## src/rtl/six_pin_to_nine_segment.sv

```systemverilog
// six_pin_to_nine_segment
// Decodes a multiplexed 3x3 LED die display driven on three anode rows
// (active-high) and three cathode columns (active-low) back into a 9-bit
// pattern and a die value. Samples are taken on scan ticks; every three
// samples form a frame. A new pattern is only shown once two consecutive
// frames agree, so glitches and partially updated frames are ignored.
// Optional build macro: NINE_SEG_INPUT_SYNC_EN adds a two-flop synchronizer
// on rows/cols and delays enable by the same two cycles.
module six_pin_to_nine_segment (
    input  logic       clk,
    input  logic       reset,
    input  logic       enable,
    input  logic [2:0] rows,
    input  logic [2:0] cols,
    output logic [8:0] segments,
    output logic [2:0] value,
    output logic       pattern_ok,
    output logic       frame_done,
    output logic       update
);

    typedef enum logic [1:0] {
        PH0 = 2'd0,
        PH1 = 2'd1,
        PH2 = 2'd2
    } phase_e;

    logic [2:0] rows_in;
    logic [2:0] cols_in;
    logic       en_in;

`ifdef NINE_SEG_INPUT_SYNC_EN
    logic [2:0] rows_s1_q, rows_s2_q;
    logic [2:0] cols_s1_q, cols_s2_q;
    logic       en_s1_q, en_s2_q;

    // Two-stage synchronizer for the pins, with enable delayed to match.
    always_ff @(posedge clk or posedge reset) begin
        if (reset) begin
            rows_s1_q <= '0;
            rows_s2_q <= '0;
            cols_s1_q <= '0;
            cols_s2_q <= '0;
            en_s1_q   <= 1'b0;
            en_s2_q   <= 1'b0;
        end else begin
            rows_s1_q <= rows;
            rows_s2_q <= rows_s1_q;
            cols_s1_q <= cols;
            cols_s2_q <= cols_s1_q;
            en_s1_q   <= enable;
            en_s2_q   <= en_s1_q;
        end
    end

    assign rows_in = rows_s2_q;
    assign cols_in = cols_s2_q;
    assign en_in   = en_s2_q;
`else
    assign rows_in = rows;
    assign cols_in = cols;
    assign en_in   = enable;
`endif

    phase_e     phase_q, phase_d;
    logic [8:0] acc_q, acc_d;
    logic [8:0] prev_frame_q, prev_frame_d;
    logic [8:0] segments_q, segments_d;
    logic [2:0] value_q, value_d;
    logic       pattern_ok_q, pattern_ok_d;
    logic       frame_done_q, frame_done_d;
    logic       update_q, update_d;

    logic [8:0] sample;
    logic [8:0] frame_value;
    logic [3:0] decoded;

    // Map a die pattern to {pattern_ok, value}; unknown patterns give {0, 0}.
    function automatic logic [3:0] decode_die(input logic [8:0] p);
        case (p)
            9'b000000000: decode_die = 4'b1_000;
            9'b000010000: decode_die = 4'b1_001;
            9'b100000001: decode_die = 4'b1_010;
            9'b100010001: decode_die = 4'b1_011;
            9'b101000101: decode_die = 4'b1_100;
            9'b101010101: decode_die = 4'b1_101;
            9'b111000111: decode_die = 4'b1_110;
            9'b111010111: decode_die = 4'b1_111;
            default:      decode_die = 4'b0_000;
        endcase
    endfunction

    // Lit cells of the current sample, accumulated frame, and next-state logic.
    always_comb begin
        sample = {rows_in[2] & ~cols_in[2], rows_in[2] & ~cols_in[1], rows_in[2] & ~cols_in[0],
                  rows_in[1] & ~cols_in[2], rows_in[1] & ~cols_in[1], rows_in[1] & ~cols_in[0],
                  rows_in[0] & ~cols_in[2], rows_in[0] & ~cols_in[1], rows_in[0] & ~cols_in[0]};
        frame_value  = acc_q | sample;
        decoded      = decode_die(frame_value);

        phase_d      = phase_q;
        acc_d        = acc_q;
        prev_frame_d = prev_frame_q;
        segments_d   = segments_q;
        value_d      = value_q;
        pattern_ok_d = pattern_ok_q;
        frame_done_d = 1'b0;
        update_d     = 1'b0;

        if (en_in) begin
            case (phase_q)
                PH0: begin
                    acc_d   = frame_value;
                    phase_d = PH1;
                end
                PH1: begin
                    acc_d   = frame_value;
                    phase_d = PH2;
                end
                PH2: begin
                    acc_d        = '0;
                    phase_d      = PH0;
                    frame_done_d = 1'b1;
                    prev_frame_d = frame_value;
                    if ((frame_value == prev_frame_q) && (frame_value != segments_q)) begin
                        segments_d   = frame_value;
                        pattern_ok_d = decoded[3];
                        value_d      = decoded[2:0];
                        update_d     = 1'b1;
                    end
                end
                default: begin
                    acc_d   = '0;
                    phase_d = PH0;
                end
            endcase
        end
    end

    // State and output registers; reset discards any partial frame.
    always_ff @(posedge clk or posedge reset) begin
        if (reset) begin
            phase_q      <= PH0;
            acc_q        <= '0;
            prev_frame_q <= '0;
            segments_q   <= '0;
            value_q      <= '0;
            pattern_ok_q <= 1'b1;
            frame_done_q <= 1'b0;
            update_q     <= 1'b0;
        end else begin
            phase_q      <= phase_d;
            acc_q        <= acc_d;
            prev_frame_q <= prev_frame_d;
            segments_q   <= segments_d;
            value_q      <= value_d;
            pattern_ok_q <= pattern_ok_d;
            frame_done_q <= frame_done_d;
            update_q     <= update_d;
        end
    end

    assign segments   = segments_q;
    assign value      = value_q;
    assign pattern_ok = pattern_ok_q;
    assign frame_done = frame_done_q;
    assign update     = update_q;

endmodule

```

## config.mk

```make
export PLATFORM = sky130hd
export DESIGN_NAME = six_pin_to_nine_segment
export DESIGN_NICKNAME = d
export VERILOG_FILES = /design/src/rtl/six_pin_to_nine_segment.sv
export SDC_FILE = /design/constraint.sdc
export NUM_CORES = 1
export LEC_CHECK = 0
export BUFFER_PORTS_ARGS = -buffer_cell sky130_fd_sc_hd__buf_2
export CORE_MARGIN = 4
export CORE_UTILIZATION = 55
export CTS_CLUSTER_SIZE = 16
export DETAILED_ROUTE_END_ITERATION = 8
export PLACE_DENSITY = 0.73
export RECOVER_POWER = 100
export SLEW_MARGIN = 15
export SYNTH_ARGS = -nofsm -noshare
export SYNTH_HDL_FRONTEND = slang
export SYNTH_SLANG_ARGS = --single-unit
```

## constraint.sdc

```tcl
create_clock -name clk -period 3.3 [get_ports clk]
set_input_delay 0.33 -clock clk [delete_from_list [all_inputs] [get_ports clk]]
set_output_delay 0.33 -clock clk [all_outputs]
set_load 0.05 [all_outputs]
```

# Word level (Yosys, flattened, before mapping)
# Cells that the tools add are included.
# op_classes
n_div	0
addsub	0
eq_ne	11
n_reduce_logical	6
n_mux	8
order_cmp	0
shift	0
multipliers	0
n_bitwise	13
# ops
operator	n
$eq A9 B9 Y1 const B	6
$pmux W4 S8	1
$and A1 B1 Y1	9
$eq A9 B5 Y1 const B	1
$eq A9 B9 Y1	1
$logic_not A9 Y1	1
$mux W9	1
$ne A9 B9 Y1	1
$or A9 B9 Y9	1
$mux W1	5
$pmux W2 S2	1
$not A1 Y1	3
$reduce_and A3 Y1	1
$eq A2 B1 Y1 const B	1
$eq A2 B2 Y1 const B	1
$logic_not A2 Y1	1
$reduce_and A2 Y1	1
$reduce_or A2 Y1	1
$logic_and A1 B1 Y1	1
# totals
n_memories	0
register_bits	35
ram_bits	0
rom_bits	0
inputBits	9
latchBits	0
wordCells	46
out_inout_bits	15

# Logic depth before layout (Yosys ltp)
# logic_depth
word_depth	8
ltp_mapped	7

# Worst setup path before layout
# No wires, ideal clock.
# synth_path
kind	reg-to-reg
startpoint	register segments_q[5] (netlist: segments[5])
endpoint	register segments_q[3] (netlist: segments[3])
period_less_slack_ns	2.097
slack_ns	1.203
arrival_time_ns	1.954
stages_incl_launch_ff	7
cell_sequence	dfrtp_1 -> or3_1 -> a22o_1 -> nor4b_4 -> a211oi_2 -> buf_6 -> mux2i_1
# synth_between
elab_chain_len	3
# synth_lines
item	line_no	source
start: declaration	68	logic [8:0] segments_q, segments_d;
start signal: assignment	155	segments_q <= segments_d;
$ne A9 B9 Y1	125	if ((frame_value == prev_frame_q) && (frame_value != segments_q)) begin
$logic_and A1 B1 Y1	125	
$reduce_and A3 Y1 (no source line)	n/a	
# Every way passes these cells.
# A chain may end at the register's enable or synchronous reset.

# Final worst setup path
# layout_path
startpoint	register phase_q[0]
endpoint	register segments_q[4] (netlist: segments[4])
# layout_between
elab_chain_len	2
# layout_lines
item	line_no	source
start: declaration	65	phase_e phase_q, phase_d;
start signal: assignment	152	phase_q <= phase_d;
$eq A2 B2 Y1	111	case (phase_q)
$reduce_and A3 Y1 (no source line)	n/a	
# Every way passes these cells.

==> run_summary.xml <==
<?xml version="1.0" encoding="UTF-8"?>
<metrics>
  <group name="clock_network">
    <metric name="numCtsBuffers" unit="">5</metric>
    <metric name="clock_path_buffers" unit="">2</metric>
    <metric name="ctsHoldBuffers" unit="">0</metric>
    <metric name="cts.sink_count" unit="">35</metric>
    <metric name="insertion_delay" unit="ps">340</metric>
    <metric name="cts_resized" unit="">0</metric>
    <metric name="tritoncts" unit="">done</metric>
    <metric name="clock-root-buffer" unit="">sky130_fd_sc_hd__clkbuf_4</metric>
    <metric name="clkTransAtPathRegs" unit="ps">100</metric>
    <metric name="ctsHtreeMaxLevel" unit="">2</metric>
    <metric name="cts.repair_timing.setup_buffer_count" unit="">0</metric>
  </group>
  <group name="global_routing">
    <metric name="grt_usage" unit="">0.213</metric>
    <metric name="grt_pass1_wl" unit="um">6690</metric>
    <metric name="grt.overflow.total" unit="">0</metric>
    <metric name="grt_pass1_vias" unit="">1446</metric>
    <metric name="maximum_number_of_pins_on_one_net_before_global_route_repair" unit="">36</metric>
    <metric name="antenna_found_initial" unit="">0</metric>
  </group>
  <group name="yosys">
    <metric name="synth-seq-cells" unit="">35</metric>
    <metric name="syn-instance-count" unit="">176</metric>
    <metric name="synth_compound_gate_area_share" unit="">0.134</metric>
    <metric name="yosysUniqueCellTypes" unit="">33</metric>
    <metric name="dominantRegCellSynth" unit="">sky130_fd_sc_hd__dfrtp_1</metric>
    <metric name="synth.cell_area" unit="um2">1770</metric>
    <metric name="syn_nets" unit="">185</metric>
    <metric name="synth-seq-area-share" unit="">0.496</metric>
    <metric name="synth_top_family_by_area" unit="">simple AND/OR/NAND/NOR gates</metric>
    <metric name="synth-adder-area-share" unit="">0</metric>
    <metric name="number_of_synthesized_flops_with_an_enable_pin" unit="">0</metric>
    <metric name="postSynth.asyncResetShare" unit="">1.00</metric>
    <metric name="post_synth.cell_area_avg" unit="um2">10.1</metric>
    <metric name="synth-simple-area-share" unit="">0.176</metric>
    <metric name="yosys.area_share.xor_xnor" unit="">0.0644</metric>
    <metric name="post_synth_mux_area_share" unit="">0.0813</metric>
    <metric name="ys.warnings.count" unit="">0</metric>
  </group>
  <group name="sta">
    <metric name="finalHoldWorstSlack" unit="ps">349</metric>
    <metric name="finalSetupViolations" unit="">0</metric>
    <metric name="fin_tns_setup" unit="ps">0</metric>
    <metric name="rsz_0062_raised_after_global_routing" unit="">false</metric>
    <metric name="actual_transition_at_the_worst_max_transition_pin" unit="ps">1860</metric>
    <metric name="max_clock_freq" unit="GHz">0.386</metric>
    <metric name="final_max_slew_viol_count" unit="">36</metric>
    <metric name="period_minus_slack" unit="ps">2590</metric>
    <metric name="max-slew-margin-rel" unit="">-0.242</metric>
    <metric name="share_of_the_clock_period_used_by_the_worst_path" unit="">0.784</metric>
    <metric name="hold_violations" unit="">0</metric>
    <metric name="worst_clock_skew" unit="ps">5.52</metric>
  </group>
  <group name="worst_setup_path">
    <metric name="r2r_setup_slack" unit="ps">710</metric>
    <metric name="critical_path.startpoint_type" unit="">flip-flop</metric>
    <metric name="largest_stage_delay_on_the_critical_path" unit="ps">510</metric>
    <metric name="critPathMostFrequentCell" unit="">sky130_fd_sc_hd__clkbuf_1</metric>
    <metric name="path_max_fanout" unit="">20</metric>
    <metric name="critPathCaptureType" unit="">flip-flop</metric>
    <metric name="critPathTopFamily" unit="">buffers and inverters</metric>
    <metric name="cp_num_buf_inv" unit="">4</metric>
    <metric name="arrival" unit="ps">2850</metric>
    <metric name="crit_slowest_cell" unit="">sky130_fd_sc_hd__a211oi_2</metric>
    <metric name="worstPathCellList" unit="">inv_1, nand3_1, clkbuf_1, a21oi_1, nand4_1, a211oi_2, clkbuf_1, buf_4, mux2i_1</metric>
    <metric name="required" unit="ps">3560</metric>
    <metric name="setup.worst_path.class" unit="">flip-flop to flip-flop</metric>
  </group>
  <group name="drt">
    <metric name="wl_met3" unit="um">206</metric>
    <metric name="drt_total_wl" unit="um">3780</metric>
    <metric name="detailroute.wirelength.met2" unit="um">1790</metric>
    <metric name="route.antenna.remaining_nets" unit="">0</metric>
    <metric name="initialDrtViolationCount" unit="">64</metric>
    <metric name="drt-vias-per-instance" unit="">5.41</metric>
    <metric name="met1Wirelength" unit="um">1710</metric>
    <metric name="post-route-drc-count" unit="">0</metric>
    <metric name="top_layer_used" unit="">met4</metric>
    <metric name="detail_route.wl_per_cell" unit="um">15.1</metric>
    <metric name="drt_pass1_iterations" unit="">4</metric>
    <metric name="routed-via-count" unit="">1358</metric>
  </group>
  <group name="floorplanning">
    <metric name="fp.dieH" unit="um">64.7</metric>
    <metric name="die_width" unit="um">64.7</metric>
    <metric name="core.rowCount" unit="">20</metric>
    <metric name="initial_utilization" unit="">0.580</metric>
    <metric name="core_region" unit="um2">3050</metric>
    <metric name="die-area" unit="um2">4190</metric>
    <metric name="boundaryPins" unit="">24</metric>
  </group>
  <group name="power">
    <metric name="pwr_density_cell" unit="nW/um2">589</metric>
    <metric name="irDropWorstVdd" unit="mV">0.354</metric>
    <metric name="cellLeakagePower" unit="nW">0.870</metric>
  </group>
  <group name="final_layout">
    <metric name="post_route_cells_drive_above_1_share" unit="">0.126</metric>
    <metric name="mostFrequentLayoutCell" unit="">sky130_fd_sc_hd__dfrtp_1</metric>
    <metric name="antenna-diode-count" unit="">0</metric>
    <metric name="most_frequent_cells_in_the_layout" unit="">sky130_fd_sc_hd__dfrtp_1, sky130_fd_sc_hd__clkbuf_1, sky130_fd_sc_hd__o21ai_0</metric>
    <metric name="nNetsFinal" unit="">215</metric>
    <metric name="filler_cell_count" unit="">284</metric>
    <metric name="synthToLayoutAreaGrowth" unit="%">10.5</metric>
  </group>
  <group name="place">
    <metric name="finalWeightedCongestion" unit="">0.850</metric>
    <metric name="io_buffer_count" unit="">23</metric>
    <metric name="dp_hpwl" unit="um">2830</metric>
  </group>
  <group name="run_status">
    <metric name="status" unit="">complete, but fails checks</metric>
    <metric name="violations" unit="">capacitance limit, slew limit</metric>
  </group>
  <group name="job">
    <metric name="cap_viol_max_count" unit="">1</metric>
  </group>
  <group name="hold_path">
    <metric name="worstHoldPathType" unit="">input port to flip-flop</metric>
  </group>
</metrics>
[flip-flops by register name, summed over array words and instances, names as in the netlist]
| name | flops |
|---|---|
| acc_q | 9 |
| frame_done | 1 |
| pattern_ok | 1 |
| phase_q | 2 |
| prev_frame_q | 9 |
| segments | 9 |
| update | 1 |
| value | 3 |
[per-stage QoR]
| stage | instance area (um2) | power, mW | cells | utilization | setup WS [ps] |
|---|---|---|---|---|---|
| finish | 1950 | 1.15 | 251 | 0.640 | 712 |
| global route | 1950 | 1.23 | 251 | 0.640 | 437 |
| CTS | 2000 | 1.17 | 251 | 0.655 | 723 |
| detailed placement | 1950 | 0.952 | 243 | 0.639 | 632 |
| global placement | 1950 | 0.936 | 243 | 0.639 | 688 |
| floorplan | 1770 | 0.851 | 176 | - | 1200 |
[power by group]
part           internal (mW)  total (mW)  leakage, nW  switching [mW]
Sequential             0.517       0.591        0.412          0.0742
Combinational          0.119       0.339        0.431           0.220
Clock                 0.0849       0.222       0.0265           0.137
Total                  0.721        1.15        0.870           0.431
[logic make-up (layout without fill, tap and decap cells)]
group | Yosys count | after routing
and+or+nand+nor | 53 | 53
AOI/OAI and AO/OA | 40 | 40
DFF | 35 | 35
buffers and inverters | 21 | 52
muxes | 14 | 14
xor gates and xnor gates | 13 | 13
[path summary, 6_finish.rpt]
kind / start / endpoint / cells after the start
max: phase_q[0]$_DFFE_PP0P_ / segments[4]$_DFFE_PP0P_ / 9
min: enable / phase_q[0]$_DFFE_PP0P_ / 2
max reg2reg: phase_q[0]$_DFFE_PP0P_ / segments[4]$_DFFE_PP0P_ / 9
min reg2reg: prev_frame_q[1]$_DFFE_PP0P_ / prev_frame_q[1]$_DFFE_PP0P_ / 2
max in group asynchronous: reset / acc_q[5]$_DFFE_PP0P_ / 3
min in group asynchronous: reset / frame_done$_DFF_PP0_ / 3
[layout make-up]
class                   instances  area (um2)  area share
flip-flops and latches         35         877       0.449
multi-input cells             120         791       0.405
repair buffers                 28         123      0.0627
inverters                      16        60.1      0.0307
well taps                      44        55.1      0.0282
clock buffers                   8        48.8      0.0250
[layer usage]
layer | GRT usage | vias up
li1 | - | 665
met1 | 0.270 | 647
met2 | 0.335 | 40
met3 | 0.0659 | 6
met4 | 0.0950 | 0
met5 | 0 | -
[worst register-to-register path, stage by stage, from the launching register on]
cell	delay, ps
sky130_fd_sc_hd__dfrtp_1	370
sky130_fd_sc_hd__inv_1	90
sky130_fd_sc_hd__nand3_1	80
sky130_fd_sc_hd__clkbuf_1	380
sky130_fd_sc_hd__a21oi_1	310
sky130_fd_sc_hd__nand4_1	140
sky130_fd_sc_hd__a211oi_2	520
sky130_fd_sc_hd__clkbuf_1	240
sky130_fd_sc_hd__buf_4	190
sky130_fd_sc_hd__mux2i_1	200
[cell usage after synthesis, drive strengths merged, types with 3 or more instances]
| master | number | area share |
|---|---|---|
| a21oi | 13 | 0.039 |
| or3 | 6 | 0.021 |
| inv | 16 | 0.034 |
| mux2 | 3 | 0.019 |
| nor2 | 9 | 0.022 |
| dfrtp | 34 | 0.48 |
| nand4 | 3 | 0.011 |
| clkbuf | 4 | 0.0085 |
| xor2 | 8 | 0.040 |
| xnor2 | 5 | 0.025 |
| o21ai | 19 | 0.054 |
| nor2b | 7 | 0.029 |
| mux2i | 11 | 0.062 |
| nand2 | 11 | 0.023 |
| nand2b | 9 | 0.032 |
Note: power is estimated with default switching activity, not from simulation.
